## src/rtl/bcd_a_segundos_pkg.sv

```systemverilog
// Shared definitions for the BCD-seconds to binary decoder: FSM encoding,
// iteration count, valid BCD range and the input validity rule.
package bcd_a_segundos_pkg;

    localparam int         ITER    = 7;
    localparam logic [7:0] MAX_BCD = 8'h59;
    localparam logic [7:0] MIN_BCD = 8'h01;

    typedef enum logic [1:0] {
        IDLE    = 2'd0,
        CHECK   = 2'd1,
        CONVERT = 2'd2,
        DONE    = 2'd3
    } state_t;

    // Each digit is bounded by the matching digit of MAX_BCD (tens <= 5, units <= 9).
    function automatic logic bcd_is_valid(input logic [7:0] value);
        return (value[3:0] <= MAX_BCD[3:0]) &&
               (value[7:4] <= MAX_BCD[7:4]) &&
               (value >= MIN_BCD);
    endfunction

endpackage

```

## src/rtl/bcd_a_segundos_if.sv

```systemverilog
// Request/result bundle of the BCD-seconds decoder; master drives the
// request side, slave (the decoder) drives the registered results.
interface bcd_a_segundos_if;

    logic       EN;
    logic       start;
    logic [7:0] bcd_in;
    logic [5:0] binary_out;
    logic       busy;
    logic       done;
    logic       error;

    modport master (
        output EN, start, bcd_in,
        input  binary_out, busy, done, error
    );

    modport slave (
        input  EN, start, bcd_in,
        output binary_out, busy, done, error
    );

endinterface

```

## src/rtl/bcd_nibble_corr.sv

```systemverilog
// Reverse double-dabble digit correction: a BCD nibble that reached 8 or
// more after the right shift gets 3 subtracted.
module bcd_nibble_corr (
    input  logic [3:0] nibble,
    output logic [3:0] corrected
);

    always_comb begin
        corrected = (nibble >= 4'd8) ? (nibble - 4'd3) : nibble;
    end

endmodule

```

## src/rtl/bcd_a_segundos.sv

```systemverilog
// Converts a packed 2-digit BCD seconds value (01..59) into binary minus one
// using an iterative reverse double-dabble, with all outputs registered.
module bcd_a_segundos #(
    parameter int ITER = bcd_a_segundos_pkg::ITER
) (
    input  logic             clk,
    input  logic             reset,
    bcd_a_segundos_if.slave  bus
);

    import bcd_a_segundos_pkg::*;

    localparam int               CNT_W     = $clog2(ITER + 1);
    localparam logic [CNT_W-1:0] LAST_ITER = CNT_W'(ITER - 1);

    state_t           state;
    state_t           state_next;
    logic [7:0]       bcd_q;
    logic [14:0]      scratch;
    logic [CNT_W-1:0] cnt;
    logic [14:0]      shifted;
    logic [14:0]      corrected;
    logic [3:0]       hi_corr;
    logic [3:0]       lo_corr;
    logic             accept;
    logic             input_ok;
    logic             last_iter;

    logic [5:0]       binary_q, binary_next;
    logic             error_q, error_next;
    logic             busy_q, busy_next;
    logic             done_q, done_next;

    assign shifted   = {1'b0, scratch[14:1]};
    assign corrected = {hi_corr, lo_corr, shifted[6:0]};
    assign accept    = (state == IDLE) && bus.EN && bus.start;
    assign input_ok  = bcd_is_valid(bcd_q);
    assign last_iter = (cnt == LAST_ITER);

    bcd_nibble_corr u_corr_hi (.nibble(shifted[14:11]), .corrected(hi_corr));
    bcd_nibble_corr u_corr_lo (.nibble(shifted[10:7]),  .corrected(lo_corr));

    always_ff @(posedge clk or negedge reset) begin
        if (!reset) begin
            state    <= IDLE;
            binary_q <= '0;
            error_q  <= 1'b0;
            busy_q   <= 1'b0;
            done_q   <= 1'b0;
        end else begin
            state    <= state_next;
            binary_q <= binary_next;
            error_q  <= error_next;
            busy_q   <= busy_next;
            done_q   <= done_next;
        end
    end

    always_ff @(posedge clk or negedge reset) begin
        if (!reset) begin
            bcd_q   <= '0;
            scratch <= '0;
            cnt     <= '0;
        end else begin
            if (accept) begin
                bcd_q <= bus.bcd_in;
            end
            if (state == CHECK) begin
                scratch <= {bcd_q, 7'b0};
                cnt     <= '0;
            end else if (state == CONVERT) begin
                scratch <= corrected;
                cnt     <= cnt + 1'b1;
            end
        end
    end

    always_comb begin
        state_next = state;
        case (state)
            IDLE:    if (accept) state_next = CHECK;
            CHECK:   if (!bus.EN) state_next = IDLE;
                     else         state_next = input_ok ? CONVERT : DONE;
            CONVERT: if (!bus.EN)      state_next = IDLE;
                     else if (last_iter) state_next = DONE;
            DONE:    state_next = IDLE;
            default: state_next = IDLE;
        endcase
    end

    // Next values of the registered outputs; an EN drop outside IDLE zeroes the results.
    always_comb begin
        binary_next = binary_q;
        error_next  = error_q;
        busy_next   = (state_next != IDLE);
        done_next   = (state_next == DONE);
        if (accept) begin
            error_next = 1'b0;
        end else if (state != IDLE && !bus.EN) begin
            binary_next = '0;
            error_next  = 1'b0;
        end else if (state == CHECK && !input_ok) begin
            binary_next = '0;
            error_next  = 1'b1;
        end else if (state == CONVERT && last_iter) begin
            binary_next = 6'(corrected[6:0] - 7'd1);
            error_next  = 1'b0;
        end
    end

    assign bus.binary_out = binary_q;
    assign bus.error      = error_q;
    assign bus.busy       = busy_q;
    assign bus.done       = done_q;

endmodule

```

## src/flat_wrapper.sv

```systemverilog
// flat-port wrapper written by rule: the top's interface ports become plain ports
module bcd_a_segundos_flat import bcd_a_segundos_pkg::*;
#(
    parameter int ITER = bcd_a_segundos_pkg::ITER
)
  (clk, reset, bus_EN, bus_start, bus_bcd_in, bus_binary_out, bus_busy, bus_done, bus_error);
  bcd_a_segundos_if bus_i ();
  input  logic clk;
  input  logic reset;
  input wire logic [$bits(bus_i.EN)-1:0] bus_EN;
  input wire logic [$bits(bus_i.start)-1:0] bus_start;
  input wire logic [$bits(bus_i.bcd_in)-1:0] bus_bcd_in;
  output wire logic [$bits(bus_i.binary_out)-1:0] bus_binary_out;
  output wire logic [$bits(bus_i.busy)-1:0] bus_busy;
  output wire logic [$bits(bus_i.done)-1:0] bus_done;
  output wire logic [$bits(bus_i.error)-1:0] bus_error;
  assign bus_i.EN = bus_EN;
  assign bus_i.start = bus_start;
  assign bus_i.bcd_in = bus_bcd_in;
  assign bus_binary_out = bus_i.binary_out;
  assign bus_busy = bus_i.busy;
  assign bus_done = bus_i.done;
  assign bus_error = bus_i.error;
  bcd_a_segundos #(.ITER(ITER)) u_core (.clk(clk), .reset(reset), .bus(bus_i));
endmodule
```

## config.mk

```make
export PLATFORM = sky130hd
export DESIGN_NAME = bcd_a_segundos_flat
export DESIGN_NICKNAME = d
export VERILOG_FILES = /design/src/rtl/bcd_a_segundos_pkg.sv /design/src/rtl/bcd_a_segundos_if.sv /design/src/rtl/bcd_nibble_corr.sv /design/src/rtl/bcd_a_segundos.sv /design/src/flat_wrapper.sv
export SDC_FILE = /design/constraint.sdc
export NUM_CORES = 1
export LEC_CHECK = 0
export BUFFER_PORTS_ARGS = -buffer_cell sky130_fd_sc_hd__buf_2
export CORE_UTILIZATION = 40
export CTS_BUF_LIST = sky130_fd_sc_hd__clkbuf_4
export DETAILED_ROUTE_END_ITERATION = 16
export PLACE_DENSITY = 0.57
export SLEW_MARGIN = 20
export SYNTH_ARGS = -nofsm -noshare
export SYNTH_HDL_FRONTEND = slang
export SYNTH_SLANG_ARGS = --single-unit
```

## constraint.sdc

```tcl
create_clock -name clk -period 2.17 [get_ports clk]
set_clock_uncertainty 0.1 [all_clocks]
set_input_delay 0.1085 -clock clk [delete_from_list [all_inputs] [get_ports clk]]
set_output_delay 0.1085 -clock clk [all_outputs]
set_load 0.03 [all_outputs]
```

==> reports/metrics.yaml <==
setup_path:
  required_ps: 2340
  worstPathArrival_ps: 2010
  r2r_start: "u_core.state[0]"
  cp-start-kind: "register"
  worst-path-max-fanout: 10
  timing.critical_path.from: "u_core.state[0]"
  worstSetupPathType: "register to register"
  end_kind: "register"
finish:
  area_growth_pct: 16.5
  final_area_sq_um: 2060
  antenna_cells: 0
  fill_cells: 390
  drive_gt1_frac: 0.223
  nets: 221
  final_cells: 252
global_routing:
  grt_pass1_wl_microns: 5610
  grt_usage: 0.169
  grt_overflow: 0
  antenna_found_initial: 0
  grt_pass1_vias: 1279
  grt_start_max_net_pins: 37
drt:
  drtIter0Drc: 35
  drcViolationCount: 0
  wirelength_microns: 3290
  drtPass1Iterations: 4
  viasPerCell: 5.08
  vias: 1281
  wl_per_cell_microns: 13.1
  antenna_left: 0
clock_tree:
  cts_tree: "yes"
  cts_max_level: 2
  cts_made_buffers: 5
  cts.root.buffer_cell: "clkbuf_4"
  clock_sinks: 36
  clk_path_buf_depth: 2
  cts.clk_slew.worst_paths_ps: 110
  clkLatencyLatePin_ps: 340
  post-cts-setup-buffers: 0
die:
  die_y_microns: 68.4
  io_pins: 21
  fp.dieW_microns: 68.4
  start_util: 0.429
  num_rows: 23
  coreArea_sq_um: 4120
  die_area_sq_um: 4680
sta:
  hold_slack_ps: 70.3
  rsz0062_at_grt: "no"
  min_period_ps: 1830
  finalSetupTns_ps: 0
  tightest_slew_ps: 776
  slew_violations: 0
  finalSetupViolCount: 0
  period_share: 0.845
  maxClockFrequency_mhz: 545
  max_slew_margin: 0.482
  timing.final.hold_violations: 0
yosys:
  synthDistinctLibCells: 30
  syn_area_sq_um: 1770
  synth_flop_cell: "dfrtp_1"
  ys_top_cells_by_count: "36 x dfrtp_1, 17 x inv_1, 16 x o21ai_0"
  syn_inst: 169
  ys_top_cells_by_area: "dfrtp_1 51%, mux2_2 7.0%, ha_1 5.7%"
  synth_seq_cells: 36
  synth_most_common_cell: "dfrtp_1"
  yosys.area.top_type: "dfrtp_1"
  yosys_warnings: 0
  synth_area_per_cell_sq_um: 10.4
  async_flop_share: 1.00
  synth_nets: 189
  ys_seq_area_frac: 0.510
  synth_top_area_share: 0.510
  synth_edf_count: 0
placement:
  port_buffers: 20
  dp_hpwl_microns: 2360
  placedCellCount: 235
  placed_cell_area_sq_um: 1920
  place_congestion: 0.763
power:
  p_total_mw: 3.14
  power_per_cell_area_nw_per_um2: 1520
  p_leak_nw: 0.972
  ir_worst_vdd_mv: 0.668
job:
  timing.max_cap.violations: 0
run_status:
  status: "completed"
worst_hold_path:
  hold_start: "bus_EN"
  hold_class: "primary input to register"
-- final timing paths --
check                      slack [ps]                        to  depth (start not counted)
setup / recovery                  340  u_core.bus.binary_out[1]                          6
hold / removal                     70           u_core.state[0]                          3
setup reg to reg                  340  u_core.bus.binary_out[1]                          6
hold reg to reg                   360  u_core.bus.binary_out[0]                          1
max in group asynchronous        1200           u_core.state[0]                          2
min in group asynchronous         270  u_core.bus.binary_out[4]                          2
-- cell usage in the layout (no fill, tap or decap), drive strengths merged, types with 8 or more instances in the layout --
| cell type | netlist | final |
|---|---|---|
| nor2 | 11 | 11 |
| o21ai | 18 | 18 |
| a21oi | 8 | 8 |
| buf | 4 | 24 |
| ha | 8 | 8 |
| nand2 | 13 | 13 |
| mux2 | 11 | 11 |
| dlygate4sd3 | 0 | 9 |
| dfrtp | 36 | 36 |
| inv | 17 | 17 |
-- power by group --
part	leakage [nW]	switching (mW)	internal, mW
sequential	0.457	0.217	0.956
combinational	0.483	0.902	0.720
clock	0.0324	0.222	0.119
total	0.972	1.34	1.79
-- registers in the layout, summed over array words and instances (netlist names) --
name                   flops
u_core.state               2
u_core.bus.binary_out      6
u_core.bus.busy            1
u_core.bcd_q               8
u_core.bus.done            1
u_core.scratch            14
u_core.cnt                 3
u_core.bus.error           1
-- cell type report --
cell class	count	area (sq um)	area share
Sequential cell	36	901	0.438
Tap cell	50	62.6	0.0304
Clock inverter	3	13.8	0.00669
Clock buffer	5	37.5	0.0182
Multi-Input combinational cell	108	758	0.369
Timing Repair Buffer	33	220	0.107
Inverter	17	63.8	0.0310
-- metal layers --
layer / vias to the layer above / global-route usage / share of wire
met5: - / 0 / 0
met4: 0 / 0.0859 / 0.021
met3: 7 / 0.0450 / 0.028
met2: 20 / 0.288 / 0.48
met1: 616 / 0.194 / 0.47
li1: 638 / - / -
-- critical path: stages (launching register included) --
cell and delay [ps]:
dfrtp_1 360, inv_1 80, ha_1 320, nand3_4 170
o21ai_0 120, or3_1 430, o2bb2ai_1 190
-- what timing repair did --
| item | CTS | global route |
|---|---|---|
| hold buffers | 9 | 0 |
| gates resized for setup | 0 | 0 |
| endpoints found under the hold margin | 44 | 0 |
-- kinds of logic after synthesis --
kind of cell,Yosys count,synth area share
and+or+nand+nor,41,0.117
DFF,36,0.510
xor gates and xnor gates,6,0.0298
muxes,15,0.0928
buffers and inverters,25,0.0602
adders and majority gates,8,0.0567
AOI/OAI and AO/OA,38,0.133
-- metrics by stage --
step | worst slack, ps | util
after floorplan | 496 | -
after global placement | 438 | 0.465
after detailed placement | 341 | 0.465
after CTS | 328 | 0.500
after global routing | 202 | 0.500
final | 337 | 0.500
(Power assumes the default switching activity.)
